### src/rtl/uart_transmitter_pkg.sv
// uart_transmitter_pkg: shared state encoding, frame constants and parity helper for the UART transmitter
package uart_transmitter_pkg;

  typedef enum logic [2:0] {
    IDLE   = 3'd0,
    START  = 3'd1,
    DATA   = 3'd2,
    PARITY = 3'd3,
    STOP   = 3'd4
  } uart_state_t;

  localparam int FRAME_BITS           = 11;
  localparam int DEFAULT_CLKS_PER_BIT = 864;
  localparam int PAR_NONE             = 0;
  localparam int PAR_EVEN             = 1;
  localparam int PAR_ODD              = 2;

  function automatic logic parity_bit(input int mode, input logic [7:0] data);
    return mode == PAR_EVEN ? ^data : mode == PAR_ODD ? ~^data : 1'b0;
  endfunction

endpackage

### src/rtl/uart_tx_fifo.sv
// uart_tx_fifo: small synchronous FIFO buffering bytes ahead of the serialiser
module uart_tx_fifo #(
  parameter int WIDTH = 8,
  parameter int DEPTH = 4
) (
  input  logic             clk,
  input  logic             reset,
  input  logic             wr_en,
  input  logic [WIDTH-1:0] din,
  input  logic             rd_en,
  output logic [WIDTH-1:0] dout,
  output logic             full,
  output logic             empty
);

  localparam int AW = $clog2(DEPTH);

  logic [WIDTH-1:0] mem [DEPTH];
  logic [AW-1:0]    wr_ptr;
  logic [AW-1:0]    rd_ptr;
  logic [AW:0]      count;
  logic             wr;
  logic             rd;

  assign full  = count == (AW+1)'(DEPTH);
  assign empty = count == '0;
  assign wr    = wr_en && !full;
  assign rd    = rd_en && !empty;
  assign dout  = mem[rd_ptr];

  // Pointers wrap naturally because DEPTH is a power of two
  always_ff @(posedge clk or posedge reset) begin
    if (reset) begin
      wr_ptr <= '0;
      rd_ptr <= '0;
      count  <= '0;
    end else begin
      if (wr) wr_ptr <= wr_ptr + AW'(1);
      if (rd) rd_ptr <= rd_ptr + AW'(1);
      count <= count + (AW+1)'(wr) - (AW+1)'(rd);
    end
  end

  always_ff @(posedge clk) begin
    if (wr) mem[wr_ptr] <= din;
  end

endmodule

### src/rtl/uart_transmitter.sv
// uart_transmitter: buffers bytes via valid/ready and serialises them as start, 8 data LSB-first, parity, stop
module uart_transmitter
  import uart_transmitter_pkg::*;
#(
  parameter int CLKS_PER_BIT = DEFAULT_CLKS_PER_BIT,
  parameter int PARITY_MODE  = PAR_NONE,
  parameter int FIFO_DEPTH   = 4
) (
  input  logic       clk,
  input  logic       reset,
  input  logic [7:0] tx_data,
  input  logic       tx_valid,
  output logic       tx_ready,
  output logic       Tx_D,
  output logic       tx_busy
);

  localparam int CW = CLKS_PER_BIT > 1 ? $clog2(CLKS_PER_BIT) : 1;

  uart_state_t   state;
  logic [CW-1:0] baud;
  logic [2:0]    bit_idx;
  logic [7:0]    shift;
  logic          par;
  logic [7:0]    head;
  logic          full;
  logic          empty;
  logic          bit_end;
  logic          pop;

  assign bit_end  = baud == CW'(CLKS_PER_BIT - 1);
  // Popping at the end of STOP lets frames run back-to-back with no idle gap
  assign pop      = !empty && (state == IDLE || (state == STOP && bit_end));
  assign tx_ready = !full;
  assign tx_busy  = state != IDLE || !empty;

  uart_tx_fifo #(
    .WIDTH(8),
    .DEPTH(FIFO_DEPTH)
  ) u_fifo (
    .clk   (clk),
    .reset (reset),
    .wr_en (tx_valid),
    .din   (tx_data),
    .rd_en (pop),
    .dout  (head),
    .full  (full),
    .empty (empty)
  );

  always_ff @(posedge clk or posedge reset) begin
    if (reset) begin
      state   <= IDLE;
      baud    <= '0;
      bit_idx <= '0;
      shift   <= '0;
      par     <= 1'b0;
      Tx_D    <= 1'b1;
    end else begin
      case (state)
        IDLE: begin
          baud <= '0;
          if (pop) begin
            shift <= head;
            par   <= parity_bit(PARITY_MODE, head);
            state <= START;
            Tx_D  <= 1'b0;
          end
        end
        START: begin
          baud <= bit_end ? '0 : baud + CW'(1);
          if (bit_end) begin
            state   <= DATA;
            bit_idx <= '0;
            Tx_D    <= shift[0];
          end
        end
        DATA: begin
          baud <= bit_end ? '0 : baud + CW'(1);
          if (bit_end && bit_idx == 3'd7) begin
            state <= PARITY;
            Tx_D  <= par;
          end else if (bit_end) begin
            bit_idx <= bit_idx + 3'd1;
            shift   <= shift >> 1;
            Tx_D    <= shift[1];
          end
        end
        PARITY: begin
          baud <= bit_end ? '0 : baud + CW'(1);
          if (bit_end) begin
            state <= STOP;
            Tx_D  <= 1'b1;
          end
        end
        STOP: begin
          baud <= bit_end ? '0 : baud + CW'(1);
          if (pop) begin
            shift <= head;
            par   <= parity_bit(PARITY_MODE, head);
            state <= START;
            Tx_D  <= 1'b0;
          end else if (bit_end) begin
            state <= IDLE;
          end
        end
        default: begin
          state <= IDLE;
          baud  <= '0;
          Tx_D  <= 1'b1;
        end
      endcase
    end
  end

endmodule
### config.mk
export PLATFORM = sky130hd
export DESIGN_NAME = uart_transmitter
export DESIGN_NICKNAME = d
export VERILOG_FILES = /design/src/rtl/uart_transmitter_pkg.sv /design/src/rtl/uart_tx_fifo.sv /design/src/rtl/uart_transmitter.sv
export SDC_FILE = /design/constraint.sdc
export NUM_CORES = 1
export LEC_CHECK = 0
export ABC_AREA = 1
export BUFFER_PORTS_ARGS = -buffer_cell sky130_fd_sc_hd__buf_2
export CAP_MARGIN = 20
export CORE_UTILIZATION = 65
export CTS_CLUSTER_SIZE = 8
export DETAILED_ROUTE_END_ITERATION = 10
export GPL_TIMING_DRIVEN = 0
export PLACE_DENSITY = 0.86
export SETUP_SLACK_MARGIN = 0.4
export SLEW_MARGIN = 25
export SYNTH_ARGS = -nofsm -noshare
export SYNTH_HDL_FRONTEND = slang
export SYNTH_HIERARCHICAL = 1
export SYNTH_SLANG_ARGS = --single-unit
### constraint.sdc
create_clock -name clk -period 6.6 [get_ports clk]
set_input_delay 0.99 -clock clk [delete_from_list [all_inputs] [get_ports clk]]
set_output_delay 0.99 -clock clk [all_outputs]
set_load 0.05 [all_outputs]
==> results of run 1 <==
## area by class of cell
class / instances / area, um^2 / area share, %
flip-flops and latches: 64 / 1760 / 51.1
multi-input cells: 235 / 1150 / 33.2
inverters: 47 / 178 / 5.14
clock buffers: 9 / 124 / 3.59
repair buffers: 13 / 65.1 / 1.88
well taps: 52 / 65.1 / 1.88
clock inverters: 7 / 62.6 / 1.81
plain buffers: 5 / 48.8 / 1.41
## power by group through the flow
stage / registers [W] / clock network [W] / logic [W]
2_1_floorplan: 0.000502 / 0 / 0.000103
3_3_place_gp: 0.000506 / 0 / 0.000131
3_5_place_dp: 0.000508 / 0 / 0.000138
4_1_cts: 0.000500 / 0.000322 / 0.000141
5_1_grt: 0.000506 / 0.000339 / 0.000163
6_report: 0.000500 / 0.000315 / 0.000141
## tightest hold or removal path, delay by kind of cell, from the launching register on
kind,cells,cell delay [ns]
flops,1,0.34
simple gates,2,0.11
## logic make-up after synthesis
logic type / synth area share, %
DFF: 56.2
buffers and inverters: 7.22
xor gates and xnor gates: 0.559
adders and majority gates: 4.23
AOI/OAI and AO/OA: 4.71
and+or+nand+nor: 27.1
## cell usage in the layout, fill, tap and decap left out, types with 2 or more instances in the layout
cell type | Yosys | routed
clkbuf_8 | 0 | 9
edfxtp_1 | 32 | 32
inv_1 | 41 | 40
o21ai_0 | 8 | 8
nand2_2 | 3 | 3
nand3_1 | 20 | 20
dfrtp_1 | 31 | 31
clkinv_1 | 0 | 4
nand2_1 | 113 | 113
inv_2 | 5 | 5
o21ai_1 | 11 | 11
nor3_1 | 7 | 7
nand4_1 | 3 | 3
a21oi_1 | 6 | 6
nor2_2 | 5 | 5
buf_6 | 3 | 3
buf_4 | 2 | 2
ha_1 | 9 | 9
nor2_1 | 36 | 36
clkinv_2 | 1 | 2
nand2_4 | 4 | 4
buf_2 | 0 | 13
## routing by layer
layer | vias up | global-route usage (%) | share of wire, %
met5 | - | 0 | 0
met4 | 0 | 12.9 | 1.7
met3 | 12 | 8.30 | 6.9
met2 | 86 | 41.7 | 49
met1 | 1102 | 30.6 | 42
li1 | 1174 | - | -
## stage by stage
step | worst slack (ns) | util, % | total power (W)
floorplan | 4.19 | - | 0.000606
global placement | 4.04 | 72.5 | 0.000638
detailed placement | 3.97 | 72.5 | 0.000646
CTS | 3.90 | 76.7 | 0.000963
global route | 3.71 | 76.7 | 0.00101
finish | 3.90 | 76.7 | 0.000956
## sequential cells by signal, summed over array words and instances (netlist names)
register / flops
u_fifo/count: 3
u_fifo/wr_ptr: 2
state: 3
u_fifo/rd_ptr: 2
u_fifo/mem: 32
baud: 10
Tx_D: 1
shift: 8
bit_idx: 3
## worst max path at each step
stage                 start               to
floorplan           baud[0]  u_fifo/count[2]
global placement    baud[0]  u_fifo/count[2]
detailed placement  baud[0]  u_fifo/count[2]
CTS                 baud[0]  u_fifo/count[2]
global route        baud[0]  u_fifo/count[2]
finish              baud[0]  u_fifo/count[2]
==> flow_summary.ini, run 1 <==
[layout]
fin_cells = 432
diodes = 0
layout.nets = 396
area.growth.synth_to_final_pct = 10.1
fin_area_mm2 = 0.00345
fillers = 308
drive_above_1_share_pct = 13.9

[synthesis]
netlist_top_cells_count = nand2_1, inv_1, nor2_1
seq_area_frac_synth_pct = 56.2
ys.flop_type = edfxtp_1
post-synth-top-count-cell = nand2_1
synthesis.area_mm2 = 0.00314
async_flop_share_pct = 50.0
synth_enable_flop_cells = 32
syn_inst = 351
yosysUniqueCellTypes = 30
yosysWarnings = 6
synth_seq_cells = 64
synth_area_leader_cell = edfxtp_1
synth_nets = 372
synth_top_area_share_pct = 30.6
synth_area_leaders = edfxtp_1, dfrtp_1, nand2_1
synth_area_per_cell_um2 = 8.94

[power_and_ir_drop]
p_comb_share_pct = 14.7
p_leak_nw = 1.68
switchingPower_w = 0.000265
switching_share_pct = 27.7
ir_worst_vdd_v = 0.000202
power.internal_w = 0.000691
pwr-share-clk_pct = 32.9
seq_power_share_pct = 52.3
power.density_mw_per_mm2 = 277

[timing]
fin_tns_setup_ns = 0
fmax_mhz = 370
finalCritPeriodShare_pct = 40.9
hold_ws_ns = 0.476
setup_violations = 0
min_period_ns = 2.70
tightest_slew_ns = 0.860
rsz0062_at_grt = no
fin_skew_ns = 0.00887
hold_violations = 0
maxSlewHeadroom_pct = 42.3
finalMaxSlewViolations = 0

[drt]
dr.pass1.iters = 5
drc = 0
drt-vias-per-instance = 5.50
num_vias = 2374
ant_nets = 0
wl_per_cell_um = 13.2
routed_wl_um = 5700
drt_iter0_markers = 98

[floorplan]
placementRows = 24
dieArea_mm2 = 0.00511
die_h_um = 71.5
die_x_um = 71.5
floorplan.initialDensity_pct = 69.6
core_mm2 = 0.00450
pin_count = 14

[global_routing]
antenna_found_initial = 0
grt_use_total_pct = 25.5
grt_max_degree = 26
grt_pass1_wl_um = 9640
grt.overflow.total = 0
grt_pass1_vias = 2285

[setup_path]
crit_chain = ha_1, nand2_1, nor2_4, nand2_2, nand2_1, nand2_1, inv_1, nand2_1, inv_1, ha_1, inv_1, ha_1, fa_1, nand3b_1, nand2_1
crit_path_end_kind = flip-flop
path_common_cell = nand2_1
crit_fanout = 6
ff2ff_setup_slack_ns = 3.90
critical_path_buf_inv_count = 3
crit_path_max_incr_delay_ns = 0.43
startpoint_type = flip-flop
slowest_stage = dfrtp_1
crit_cells = 15
r2r_cells = 15
cp_data_arrival_time_ns = 2.98
worstSetupPathType = flip-flop to flip-flop
crit_required_ns = 6.88
r2r_end = u_fifo/count[2]
crit_family = adder cells
worstReg2RegStart = baud[0]

[placement]
dp.final_hpwl_um = 3820
dp.cells = 416
placed_area_mm2 = 0.00327
portBuffers = 13
gp_congestion = 0.856

[clock_network]
postCtsSetupBuffers = 0
cts_resized = 0
clk_latency_ns = 0.34
clk_pin_slew_ns = 0.07
cts_num_sinks = 64
clk_path_buf_depth = 2
holdBufCountCts = 0
cts_root_buf = clkbuf_8
htree_num_levels = 3
numCtsBuffers = 9
cts_tree = yes

[min_path]
hold_class = flip-flop to flip-flop
worstHoldEndpoint = shift[7]
min_from = shift[7]
whs_path_depth = 2

[job]
drv_cap = 0

[outcome]
outcome = finished clean
Power figures use the tool's default switching activity.
==> run 2, diff against run 1 <==
CORE_UTILIZATION = 61   (was 65)
PLACE_DENSITY = 0.81   (was 0.86)
clock period = 2.6 ns   (was 6.6 ns; I/O delays follow)
==> run 2 against run 1 <==
  * Combinational power rose to 3.1 times the previous value
  * Critical path depth rose by 1
  * Die area is 6.4% higher
  * Sequential share of layout area is 3.8 points lower
  * Flip-flop and latch count is the same
  * Global-route usage up 0.22 points
  * Fmax increased by 24%
  * Utilization rose by 0.29 points
  * Largest cell class unchanged
  * Largest power group unchanged
  * Highest routed layer unchanged
==> flow_summary.ini, run 2 (same netlist as run 1, synthesis figures left out) <==
[timing]
maxSlewHeadroom_pct = 41.7
min_period_ns = 2.17
fin_skew_ns = 0.00642
finalMaxSlewViolations = 0
fmax_mhz = 460
finalCritPeriodShare_pct = 83.6
fin_tns_setup_ns = 0
tightest_slew_ns = 0.870
hold_violations = 0
rsz0062_at_grt = yes
hold_ws_ns = 0.250
setup_violations = 0

[drt]
drc = 0
drt_iter0_markers = 161
num_vias = 2408
dr.pass1.iters = 4
routed_wl_um = 6090
ant_nets = 0
wl_per_cell_um = 13.2
drt-vias-per-instance = 5.22

[placement]
gp_congestion = 0.871
dp.final_hpwl_um = 3850
portBuffers = 13
dp.cells = 431

[global_routing]
grt.overflow.total = 0
grt_use_total_pct = 25.7
grt_pass1_vias = 2326
grt_max_degree = 26
antenna_found_initial = 0
grt_pass1_wl_um = 10100

[setup_path]
r2r_cells = 16
crit_start = u_fifo/count[0]
worstSetupPathType = flip-flop to flip-flop
critical_path_buf_inv_count = 6
crit_required_ns = 2.89
crit_path_max_incr_delay_ns = 0.39
crit_family = adder cells
cp_data_arrival_time_ns = 2.46
crit_fanout = 5
startpoint_type = flip-flop
crit_cells = 16
worstReg2RegStart = u_fifo/count[0]
crit_chain = nor2_2, nand2_2, inv_2, inv_1, nand2_1, inv_1, nand2_4, inv_6, nand2_4, inv_4, ha_4, inv_2, ha_4, fa_2, nand3b_1, nand2_1
crit_path_end_kind = flip-flop
slowest_stage = dfrtp_1

[min_path]
hold_class = primary input to flip-flop
whs_path_depth = 1
min_from = tx_data[6]

[layout]
layout.nets = 410
fin_cells = 461
largest_register_ffs = 32
diodes = 0
mostFrequentLayoutCells = nand2_1, inv_1, nor2_1
top_register = u_fifo/mem
layout_commonest_cell = nand2_1
area.growth.synth_to_final_pct = 18.9
reg_top3 = u_fifo/mem x32, baud x10, shift x8
fillers = 288
drive_above_1_share_pct = 20.6

[power_and_ir_drop]
ir_worst_vdd_v = 0.000589
p_leak_nw = 1.79
power.density_mw_per_mm2 = 756

[floorplan]
die_x_um = 73.7
dieArea_mm2 = 0.00543
core_mm2 = 0.00485
pin_count = 14
placementRows = 25
die_h_um = 73.7
floorplan.initialDensity_pct = 64.7

[clock_network]
cts_root_buf = clkbuf_8
htree_num_levels = 3
clk_pin_slew_ns = 0.07
clk_latency_ns = 0.35
clk_path_buf_depth = 2
cts_tree = yes
cts_num_sinks = 64
numCtsBuffers = 9

[job]
drv_cap = 0

[outcome]
outcome = finished clean
run 2: repair_timing:
item                                   CTS  global route
gates cloned                             0             0
gates resized for setup                  6            10
setup endpoints to repair                2             2
endpoints found under the hold margin    7             0
setup buffers                            8             5
pin swaps                                5            11
hold buffers                             1             0
run 2: path summary, 6_finish.rpt:
check                                    to  slack [ns]
max in group asynchronous        bit_idx[2]        1.51
min                        u_fifo/mem[2][6]        0.25
max reg2reg                 u_fifo/count[2]        0.43
max                         u_fifo/count[2]        0.43
min reg2reg                        shift[5]        0.47
min in group asynchronous  u_fifo/rd_ptr[0]        0.54
run 2: cell type report:
type	count	area, um^2	area share [%]
flip-flops and latches	64	1760	47.3
multi-input cells	235	1220	32.6
inverters	47	185	4.96
repair buffers	27	173	4.63
clock buffers	11	131	3.52
clock inverters	5	129	3.45
well taps	67	83.8	2.25
plain buffers	5	48.8	1.31
run 2: layer usage:
metal,GRT usage (%),vias to the layer above,part of all wire [%]
met2,40.9,61,49
met1,31.0,1134,42
met5,0,-,0
met3,8.23,21,5.5
met4,14.5,0,3.3
li1,-,1192,-
run 2: through the flow:
step | total power (W) | utilization, % | area (um^2) | setup WS, ns
after floorplan | 0.00154 | - | 3150 | 0.408
after global placement | 0.00162 | 68.1 | 3300 | 0.263
after detailed placement | 0.00164 | 68.1 | 3300 | 0.208
after CTS | 0.00279 | 75.3 | 3650 | 0.410
after global routing | 0.00296 | 77.0 | 3730 | 0.292
final | 0.00282 | 77.0 | 3730 | 0.427
run 2: where the power goes:
group | internal (W) | switching (W) | total, W
sequential | 0.00122 | 0.0000549 | 0.00127
clock | 0.000736 | 0.000382 | 0.00112
combinational | 0.000153 | 0.000279 | 0.000431
total | 0.00211 | 0.000716 | 0.00282
